--- config.mk ---
export PLATFORM = sky130hd
export DESIGN_NAME = bsg_dramsim3_ch_arbiter
export DESIGN_NICKNAME = d
export VERILOG_FILES = /design/src/rtl/bsg_dramsim3_ch_arbiter.sv
export SDC_FILE = /design/constraint.sdc
export NUM_CORES = 1
export LEC_CHECK = 0
export CAP_MARGIN = 20
export CORE_AREA = 2 2 771 773
export CTS_CLUSTER_SIZE = 10
export DETAILED_ROUTE_END_ITERATION = 6
export DIE_AREA = 0 0 773 775
export MAX_ROUTING_LAYER = met4
export SETUP_SLACK_MARGIN = 0.02
export SYNTH_ARGS = -nofsm -noshare
export SYNTH_HDL_FRONTEND = slang
export SYNTH_SLANG_ARGS = --single-unit
--- constraint.sdc ---
create_clock -name clk -period 16 [get_ports clk]
set_clock_uncertainty 0.05 [all_clocks]
set_input_delay 1.6 -clock clk [delete_from_list [all_inputs] [get_ports clk]]
set_output_delay 1.6 -clock clk [all_outputs]
set_load 0.01 [all_outputs]
--- src/rtl/bsg_dramsim3_ch_arbiter.sv ---
// Round-robin arbiter that shares one DRAM channel among several requesters.
// Read tags and write ids are queued in issue order so returning read data and
// outgoing write data are routed to the right requester.
module bsg_dramsim3_ch_arbiter #(
    parameter int num_req_p            = 4,
    parameter int channel_addr_width_p = 29,
    parameter int data_width_p         = 256,
    parameter int fifo_els_p           = 16
) (
    input  logic                                       clk,
    input  logic                                       reset,

    input  logic [num_req_p-1:0]                       req_v_i,
    input  logic [num_req_p-1:0]                       req_write_not_read_i,
    input  logic [num_req_p*channel_addr_width_p-1:0]  req_ch_addr_i,
    output logic [num_req_p-1:0]                       req_yumi_o,

    input  logic [num_req_p-1:0]                       req_data_v_i,
    input  logic [num_req_p*data_width_p-1:0]          req_data_i,
    output logic [num_req_p-1:0]                       req_data_yumi_o,

    output logic [num_req_p-1:0]                       resp_v_o,
    output logic [data_width_p-1:0]                    resp_data_o,

    output logic                                       mem_v_o,
    output logic                                       mem_write_not_read_o,
    output logic [channel_addr_width_p-1:0]            mem_ch_addr_o,
    input  logic                                       mem_yumi_i,

    output logic                                       mem_data_v_o,
    output logic [data_width_p-1:0]                    mem_data_o,
    input  logic                                       mem_data_yumi_i,

    input  logic                                       mem_data_v_i,
    input  logic [data_width_p-1:0]                    mem_data_i,

    output logic                                       error_o
);

    localparam int idx_w_lp = (num_req_p > 1) ? $clog2(num_req_p) : 1;
    localparam int ptr_w_lp = (fifo_els_p > 1) ? $clog2(fifo_els_p) : 1;
    localparam int cnt_w_lp = ptr_w_lp + 1;
    localparam logic [cnt_w_lp-1:0] full_cnt_lp = cnt_w_lp'(fifo_els_p);
    localparam logic [idx_w_lp-1:0] last_idx_lp = idx_w_lp'(num_req_p - 1);

    // reset is active-low: outputs are only live while it is high
    logic run;
    assign run = reset;

    // round-robin pointer
    logic [idx_w_lp-1:0] rr_q, rr_d;

    // read-tag FIFO
    logic [idx_w_lp-1:0] rt_mem_q [fifo_els_p];
    logic [ptr_w_lp-1:0] rt_rptr_q, rt_rptr_d, rt_wptr_q, rt_wptr_d;
    logic [cnt_w_lp-1:0] rt_cnt_q, rt_cnt_d;

    // write-id FIFO
    logic [idx_w_lp-1:0] wi_mem_q [fifo_els_p];
    logic [ptr_w_lp-1:0] wi_rptr_q, wi_rptr_d, wi_wptr_q, wi_wptr_d;
    logic [cnt_w_lp-1:0] wi_cnt_q, wi_cnt_d;

    logic error_q, error_d;

    logic                            grant_found;
    logic [idx_w_lp-1:0]             grant_idx;
    logic                            grant_wnr;
    logic [channel_addr_width_p-1:0] grant_addr;
    logic [idx_w_lp-1:0]             rt_head, wi_head;
    logic [data_width_p-1:0]         wi_data;
    logic                            wi_data_v;
    logic                            rt_empty, rt_full, wi_empty, wi_full;
    logic                            rt_push, rt_pop, wi_push, wi_pop;
    logic                            accept;

    assign rt_empty = (rt_cnt_q == '0);
    assign rt_full  = (rt_cnt_q == full_cnt_lp);
    assign wi_empty = (wi_cnt_q == '0);
    assign wi_full  = (wi_cnt_q == full_cnt_lp);
    assign rt_head  = rt_mem_q[rt_rptr_q];
    assign wi_head  = wi_mem_q[wi_rptr_q];

    // first valid requester at or after the priority pointer, wrapping around
    always_comb begin
        logic [idx_w_lp-1:0] cand;
        grant_found = 1'b0;
        grant_idx   = '0;
        cand        = rr_q;
        for (int k = 0; k < num_req_p; k++) begin
            if (!grant_found && req_v_i[cand]) begin
                grant_found = 1'b1;
                grant_idx   = cand;
            end
            cand = (cand == last_idx_lp) ? '0 : cand + 1'b1;
        end
    end

    // select command fields of the granted requester and data of the write-id head
    always_comb begin
        grant_wnr  = 1'b0;
        grant_addr = '0;
        wi_data    = '0;
        wi_data_v  = 1'b0;
        for (int k = 0; k < num_req_p; k++) begin
            if (grant_idx == idx_w_lp'(k)) begin
                grant_wnr  = req_write_not_read_i[k];
                grant_addr = req_ch_addr_i[k*channel_addr_width_p +: channel_addr_width_p];
            end
            if (wi_head == idx_w_lp'(k)) begin
                wi_data   = req_data_i[k*data_width_p +: data_width_p];
                wi_data_v = req_data_v_i[k];
            end
        end
    end

    // a pop in the same cycle frees a full FIFO, so issue is not blocked by it
    assign rt_pop       = run & mem_data_v_i & ~rt_empty;
    assign mem_data_v_o = run & ~wi_empty & wi_data_v;
    assign wi_pop       = mem_data_yumi_i & mem_data_v_o;

    assign mem_v_o              = run & grant_found & (~rt_full | rt_pop) & (~wi_full | wi_pop);
    assign mem_write_not_read_o = run & grant_wnr;
    assign mem_ch_addr_o        = run ? grant_addr : '0;
    assign accept               = mem_v_o & mem_yumi_i;
    assign rt_push              = accept & ~grant_wnr;
    assign wi_push              = accept & grant_wnr;

    assign req_yumi_o      = accept ? (num_req_p'(1) << grant_idx) : '0;
    assign req_data_yumi_o = wi_pop ? (num_req_p'(1) << wi_head)   : '0;
    assign mem_data_o      = run ? wi_data : '0;
    assign resp_v_o        = rt_pop ? (num_req_p'(1) << rt_head)   : '0;
    assign resp_data_o     = mem_data_i;
    assign error_o         = error_q;

    // next-state for pointer, FIFO bookkeeping and sticky error
    always_comb begin
        rr_d      = rr_q;
        rt_rptr_d = rt_rptr_q;
        rt_wptr_d = rt_wptr_q;
        rt_cnt_d  = rt_cnt_q;
        wi_rptr_d = wi_rptr_q;
        wi_wptr_d = wi_wptr_q;
        wi_cnt_d  = wi_cnt_q;
        if (accept) begin
            rr_d = (grant_idx == last_idx_lp) ? '0 : grant_idx + 1'b1;
        end
        if (rt_push) rt_wptr_d = rt_wptr_q + 1'b1;
        if (rt_pop)  rt_rptr_d = rt_rptr_q + 1'b1;
        if (rt_push && !rt_pop) rt_cnt_d = rt_cnt_q + 1'b1;
        if (!rt_push && rt_pop) rt_cnt_d = rt_cnt_q - 1'b1;
        if (wi_push) wi_wptr_d = wi_wptr_q + 1'b1;
        if (wi_pop)  wi_rptr_d = wi_rptr_q + 1'b1;
        if (wi_push && !wi_pop) wi_cnt_d = wi_cnt_q + 1'b1;
        if (!wi_push && wi_pop) wi_cnt_d = wi_cnt_q - 1'b1;
        error_d = error_q
                | (mem_data_v_i & rt_empty)
                | (mem_data_yumi_i & ~mem_data_v_o);
    end

    // control registers, cleared by reset (discards any outstanding tags)
    always_ff @(posedge clk) begin
        if (!reset) begin
            rr_q      <= '0;
            rt_rptr_q <= '0;
            rt_wptr_q <= '0;
            rt_cnt_q  <= '0;
            wi_rptr_q <= '0;
            wi_wptr_q <= '0;
            wi_cnt_q  <= '0;
            error_q   <= 1'b0;
        end else begin
            rr_q      <= rr_d;
            rt_rptr_q <= rt_rptr_d;
            rt_wptr_q <= rt_wptr_d;
            rt_cnt_q  <= rt_cnt_d;
            wi_rptr_q <= wi_rptr_d;
            wi_wptr_q <= wi_wptr_d;
            wi_cnt_q  <= wi_cnt_d;
            error_q   <= error_d;
        end
    end

    // FIFO storage; entries are only meaningful below the counts, so no reset
    always_ff @(posedge clk) begin
        if (rt_push) rt_mem_q[rt_wptr_q] <= grant_idx;
        if (wi_push) wi_mem_q[wi_wptr_q] <= grant_idx;
    end

endmodule

==> results of run 1 <==
## critical path: stages (launching register included)
cell and delay, ps:
dfxtp_1 640, mux4_2 610, mux2i_4 220, nor2_1 130, a31oi_4 360, buf_12 310, buf_4 620, buf_4 800
and2_1 300, a211oi_2 60, a211oi_2 890, clkdlybuf4s50_1 700
## final cells by class
class,instances,share of cell area [%]
inverters,19,0.192
clock buffers,11,0.671
flip-flops and latches,101,6.49
repair buffers,1600,38.5
well taps,7837,23.9
diodes,155,0.945
clock inverters,5,0.0915
multi-input cells,1563,29.2
## cell usage in the layout, fill, tap and decap left out, types with 3 or more instances in the layout
cell type        instances
o21ai_0                 41
nor2_1                  76
a22oi_1                  7
and2_1                 258
ha_1                    19
ha_2                     3
and4b_1                  4
nand4_1                  3
dfxtp_1                 37
xor2_1                  11
clkdlybuf4s50_1       1449
o21a_1                   3
nor4_1                   3
nor3_1                   6
or3_1                    6
nand2_1                112
buf_12                   7
nand2b_1                32
mux4_2                  18
a21oi_1                 78
diode_2                155
clkbuf_16               11
a211oi_1               449
inv_1                   17
a211oi_2                53
nand3b_1                 7
mux2_2                   3
buf_6                    7
xnor2_1                  4
mux2i_1                261
buf_4                  132
and3_1                  14
nand3_1                 10
nor4b_1                  6
edfxtp_1                64
mux2i_2                 16
o211ai_1                 4
nor3b_1                  4
a211oi_4                10
nor2b_1                  7
## report_power, final
group	switching (mW)	internal [mW]
Clock	0.0983	0.125
Sequential	0.0165	0.304
Combinational	1.21	0.794
Total	1.32	1.22
## per-layer routing
layer	GRT usage, %	routed length [microns]	up-vias
li1	-	-	10263
met1	14.8	160000	11658
met2	24.8	214000	2544
met3	11.0	75900	539
met4	2.62	12400	0
met5	-	0	-
## cells in the mapped netlist, types with 7 or more instances
master,number
nor2b_1,7
buf_2,32
and3_1,14
inv_1,18
o21ai_0,42
clkbuf_1,156
nand2b_1,32
buf_4,285
mux2i_1,278
dfxtp_1,37
a22oi_1,7
nand3_1,10
xor2_1,11
ha_1,22
nand3b_1,7
nand2_1,112
a21oi_1,78
and2_1,258
nor2_1,76
mux4_2,18
edfxtp_1,64
a211oi_1,512
## sequential cells by signal (all words and copies together) (netlist names), named ones only
| register | count |
|---|---|
| wi_mem_q | 32 |
| rt_wptr_q | 4 |
| rt_cnt_q | 5 |
| rr_q | 2 |
| wi_cnt_q | 5 |
| rt_rptr_q | 4 |
| rt_mem_q | 32 |
| wi_wptr_q | 4 |
| wi_rptr_q | 4 |
| error_o | 1 |
## worst min path at each step
stage                            start            to  slack [ps]
after floorplan           wi_rptr_q[3]     flip-flop         410
after global placement    wi_rptr_q[3]  wi_rptr_q[3]         430
after detailed placement  wi_rptr_q[3]  wi_rptr_q[3]         440
after CTS                 wi_rptr_q[3]     flip-flop         450
after global routing       rt_cnt_q[4]   rt_cnt_q[4]         480
final                     wi_rptr_q[3]  wi_rptr_q[3]         450
## logic make-up (layout without fill, tap and decap cells)
| logic type | Yosys count | after routing |
|---|---|---|
| AO/OA/AOI/OAI | 669 | 669 |
| adder cells (fa/ha/maj) | 22 | 22 |
| XOR/XNOR | 15 | 15 |
| flip-flops | 101 | 101 |
| buffers and inverters | 501 | 1635 |
| multiplexers | 300 | 300 |
| AND/OR/NAND/NOR | 557 | 557 |
| other | 0 | 155 |
==> impl_metrics.py, run 1 <==
metrics = {
    "synth": {
        "async_flop_share_pct": 0,
        "synthMuxAreaShare_pct": 18.9,
        "ys_ff_latch": 101,
        "yosysTopAreaCell": "a211oi_1",
        "ys_types": 63,
        "yosys-top-cells-area": "a211oi_1, mux2i_1, buf_4, edfxtp_1, and2_1",
        "synth_top_family_by_area": "compound AO/OA/AOI/OAI gates",
        "synth_nets": 3600,
        "yosysWarnings": 0,
        "synth_edf_count": 64,
        "synth_area_per_cell_sq_um": 7.92,
        "yosys.area_share.simple_pct": 17.9,
        "synth_top_cell_area_share_pct": 22.4,
        "ys_seq_area_share_pct": 15.5,
        "synth_compound_area_share_pct": 27.8,
        "synthFlopType": "edfxtp_1",
        "syn-instance-count": 2165,
        "synthAdderAreaFrac_pct": 1.60,
        "synth_area_sq_um": 17200,
        "synth-xor-area-share_pct": 0.766,
    },
    "setup_path": {
        "r2r-end": "rt_cnt_q[4]",
        "r2r-start": "rr_q[0]",
        "path_max_fanout": 59,
        "ff2ff_path_depth": 24,
        "critPathArrivalTime_ps": 6480,
        "crit_path_end": "mem_data_o[90]",
        "rrSetupSlack_ps": 8810,
        "crit_path_end_kind": "output pin",
        "required_ps": 14350,
        "critPathLaunchType": "flip-flop",
        "path_class": "reg2out",
    },
    "finish": {
        "fin_cells": 11291,
        "fillCellCount": 69587,
        "syn2layout_area_growth_pct": 139,
        "fin_nets": 4729,
        "drive_gt1_share_pct": 8.58,
        "fin_area_sq_um": 41000,
        "multi_input_area_sq_um": 12000,
        "fin_util_pct": 6.93,
        "seq_area_sq_um": 2660,
    },
    "power_and_ir_drop": {
        "vdd_ir_drop_max_v": 0.0000551,
        "power_density_nw_per_um2": 62.0,
        "finalPower_mw": 2.54,
        "leakagePower_nw": 11.6,
    },
    "detailed_routing": {
        "drt-pass1-iter-count": 6,
        "route.detailed.wl_per_inst_microns": 40.9,
        "vias": 25004,
        "vias_per_cell": 2.21,
        "ant_nets": 0,
        "routed_wl_microns": 462000,
        "first_iter_violations": 2055,
        "drc": 0,
    },
    "placement": {
        "dp_hpwl_microns": 434000,
        "dp.cells": 11118,
        "port_buffers": 1457,
        "gp_congestion": 1.09,
        "placed_area_sq_um": 40300,
        "pre_cts_ws_ps": 7890,
    },
    "clock_tree": {
        "cts.path.max_buffers": 2,
        "clk_pin_slew_ps": 70,
        "cts_resized": 0,
        "cts.htree.levels": 3,
        "post_cts.repair.setup_buffers": 0,
        "tritoncts": "done",
        "root_buffer": "clkbuf_16",
        "ctsHoldBuffers": 0,
        "cts_inserted_buffers": 9,
        "cts.sinks": 101,
        "clock_latency_ps": 350,
    },
    "global_route": {
        "grt_pass1_wl_microns": 517000,
        "grt_pass1_vias": 23708,
        "grt_util_all_layers_pct": 15.2,
        "grt_antenna_before_repair": 370,
        "grt-ovfl-total": 0,
        "grt_max_degree": 107,
    },
    "sta": {
        "tightest_slew_ps": 1360,
        "tns_ps": 0,
        "finalSetupViolations": 0,
        "slew_violations": 0,
        "hold_slack_ps": 446,
        "slew_headroom_pct": 8.46,
        "max_freq_mhz": 123,
        "finalHoldViolCount": 0,
        "period_share_pct": 50.8,
        "setup_ws_ps": 7870,
        "period_minus_slack_ps": 8130,
        "rsz0062_at_grt": "false",
    },
    "min_path": {
        "holdPathStages": 2,
        "min_path_type": "reg2reg",
    },
    "floorplan": {
        "num_rows": 283,
        "die_width_microns": 773,
        "ioPinCount": 1970,
        "dieArea_sq_um": 599000,
        "die_h_microns": 775,
        "core_sq_um": 592000,
        "start_util_pct": 2.90,
    },
    "run": {
        "cap_violations": 0,
    },
    "status": {
        "status": "finished, final reports clean",
    },
}
No activity file was read; power rests on OpenSTA's default activity.
==> run 2, diff against run 1 <==
--- a/config.mk
+++ b/config.mk
@@ -6,10 +6,10 @@
 export NUM_CORES = 1
 export LEC_CHECK = 0
 export CAP_MARGIN = 20
-export CORE_AREA = 2 2 771 773
+export CORE_AREA = 2 2 770 772
 export CTS_CLUSTER_SIZE = 10
 export DETAILED_ROUTE_END_ITERATION = 6
-export DIE_AREA = 0 0 773 775
+export DIE_AREA = 0 0 772 774
 export MAX_ROUTING_LAYER = met4
 export SETUP_SLACK_MARGIN = 0.02
 export SYNTH_ARGS = -nofsm -noshare
==> constraint.sdc (replaced) <==
create_clock -name clk -period 7.25 [get_ports clk]
set_clock_uncertainty 0.05 [all_clocks]
set_input_delay 0.725 -clock clk [delete_from_list [all_inputs] [get_ports clk]]
set_output_delay 0.725 -clock clk [all_outputs]
set_load 0.01 [all_outputs]
==> run 2 against run 1 <==
Compared with the run above:
- sequential cell count unchanged
- critical path type is now reg2reg
- combinational power grew 120%
- utilization barely moved
- critical endpoint is now rt_cnt_q[4]
==> impl_metrics.py, run 2 (synthesis gave the netlist of run 1 again) <==
metrics = {
    "floorplan": {
        "core_sq_um": 589000,
        "die_width_microns": 772,
        "num_rows": 282,
        "start_util_pct": 2.91,
        "ioPinCount": 1970,
        "dieArea_sq_um": 598000,
        "die_h_microns": 774,
    },
    "global_route": {
        "grt_max_degree": 151,
        "grt_pass1_vias": 22909,
        "grt_antenna_before_repair": 395,
        "grt_pass1_wl_microns": 483000,
        "grt-ovfl-total": 0,
        "grt_util_all_layers_pct": 14.3,
    },
    "placement": {
        "dp_hpwl_microns": 412000,
        "port_buffers": 1457,
        "pre_cts_ws_ps": 802,
        "gp_congestion": 1.06,
        "placed_area_sq_um": 40000,
    },
    "power_and_ir_drop": {
        "power.share.clock_pct": 8.6,
        "swShare_pct": 51.6,
        "p_seq_share_pct": 12.9,
        "power.internal_mw": 2.66,
        "combPwrFrac_pct": 78.5,
        "vdd_ir_drop_max_v": 0.000125,
        "p_switching_mw": 2.83,
        "leakagePower_nw": 11.5,
        "power_density_nw_per_um2": 135,
    },
    "setup_path": {
        "path_class": "reg2reg",
        "r2r-start": "rr_q[0]",
        "crit_path_end_kind": "flip-flop",
        "ff2ff_path_depth": 25,
        "required_ps": 7490,
        "critPathArrivalTime_ps": 6680,
        "path_max_fanout": 35,
        "critPathLaunchType": "flip-flop",
        "rrSetupSlack_ps": 810,
        "r2r-end": "rt_cnt_q[4]",
    },
    "clock_tree": {
        "clk_pin_slew_ps": 80,
        "cts_inserted_buffers": 9,
        "post_cts.repair.setup_buffers": 0,
        "tritoncts": "done",
        "cts.sinks": 101,
        "clock_latency_ps": 360,
        "cts.htree.levels": 3,
        "ctsHoldBuffers": 0,
        "cts.path.max_buffers": 2,
        "root_buffer": "clkbuf_16",
        "cts_resized": 0,
    },
    "min_path": {
        "hold_start": "wi_rptr_q[3]",
        "min_path_type": "reg2reg",
        "holdPathStages": 2,
    },
    "finish": {
        "top_regs": "rt_mem_q: 32 flops, wi_mem_q: 32 flops",
        "fin_util_pct": 6.94,
        "layout_common_cells": "clkdlybuf4s50_1, a211oi_1, mux2i_1",
        "syn2layout_area_growth_pct": 138,
        "layout_commonest_cell": "clkdlybuf4s50_1",
        "drive_gt1_share_pct": 7.32,
        "fin_area_sq_um": 40800,
        "fin_nets": 4697,
    },
    "sta": {
        "finalSetupViolations": 0,
        "setup_ws_ps": 813,
        "period_share_pct": 88.8,
        "finalHoldViolCount": 0,
        "slew_headroom_pct": 8.94,
        "rsz0062_at_grt": "false",
        "max_freq_mhz": 155,
        "slew_violations": 0,
        "tns_ps": 0,
        "hold_slack_ps": 447,
        "tightest_slew_ps": 1330,
        "period_minus_slack_ps": 6440,
    },
    "detailed_routing": {
        "route.detailed.wl_per_inst_microns": 38.8,
        "drc": 0,
        "vias": 24710,
        "vias_per_cell": 2.20,
        "routed_wl_microns": 436000,
        "drt-pass1-iter-count": 7,
        "first_iter_violations": 1688,
        "ant_nets": 0,
    },
    "status": {
        "status": "finished, final reports clean",
    },
    "run": {
        "cap_violations": 0,
    },
}
-- run 2: per-stage QoR --
| stage | total power, mW | cells |
|---|---|---|
| floorplan | 2.37 | 2165 |
| global placement | 5.20 | 11053 |
| detailed placement | 5.21 | 11056 |
| CTS | 5.70 | 11072 |
| global route | 5.87 | 11232 |
| finish | 5.49 | 11248 |
-- run 2: layout make-up --
cell class / instances / area [sq um]
clock inverters: 5 / 51.3
inverters: 19 / 78.8
flip-flops and latches: 101 / 2660
repair buffers: 1568 / 15600
well taps: 7810 / 9770
multi-input cells: 1563 / 12000
fillers: 69166 / 548000
clock buffers: 11 / 233
diodes: 171 / 428
-- run 2: power by group through the flow --
stage	registers, mW	logic [mW]	clock network [mW]
detailed placement	0.721	4.49	0
global route	0.713	4.65	0.504
CTS	0.708	4.51	0.481
global placement	0.718	4.48	0
finish	0.707	4.31	0.473
floorplan	0.701	1.67	0
-- run 2: routing by layer --
| layer | vias to the layer above | part of all wire [%] | track usage, % |
|---|---|---|---|
| li1 | 10233 | - | - |
| met1 | 11444 | 33 | 13.2 |
| met2 | 2451 | 44 | 22.3 |
| met3 | 582 | 19 | 11.9 |
| met4 | 0 | 3.9 | 3.98 |
| met5 | - | 0 | - |
-- run 2: how the worst max path moves through the flow --
| stage | end | slack (ps) | start | cells after the start |
|---|---|---|---|---|
| finish | rt_cnt_q[4] | 810 | rr_q[0] | 25 |
| global placement | rt_cnt_q[4] | 620 | req_v_i[2] | 25 |
| global route | rt_cnt_q[4] | 290 | rr_q[0] | 25 |
| floorplan | rt_cnt_q[4] | 610 | req_v_i[2] | 25 |
| CTS | rt_cnt_q[4] | 900 | rr_q[0] | 25 |
| detailed placement | rt_cnt_q[4] | 800 | req_v_i[2] | 24 |
-- run 2: worst max-delay path, cell delays in order (launching register included) --
cell and delay, ps:
dfxtp_1 650, ha_1 500, mux2_2 400, a21oi_1 280, a41o_1 220, a22oi_1 80
o21ai_1 140, buf_4 340, inv_1 150, ha_1 240, nor2b_1 150, a221oi_1 280
nor3_1 80, a21oi_1 380, nand2_1 280, nor2_4 300, inv_1 100, ha_1 340
xor2_1 190, ha_1 230, o21ai_0 160, a21oi_1 100, a21oi_1 170, xor2_1 100
or3_1 310, a21oi_1 140
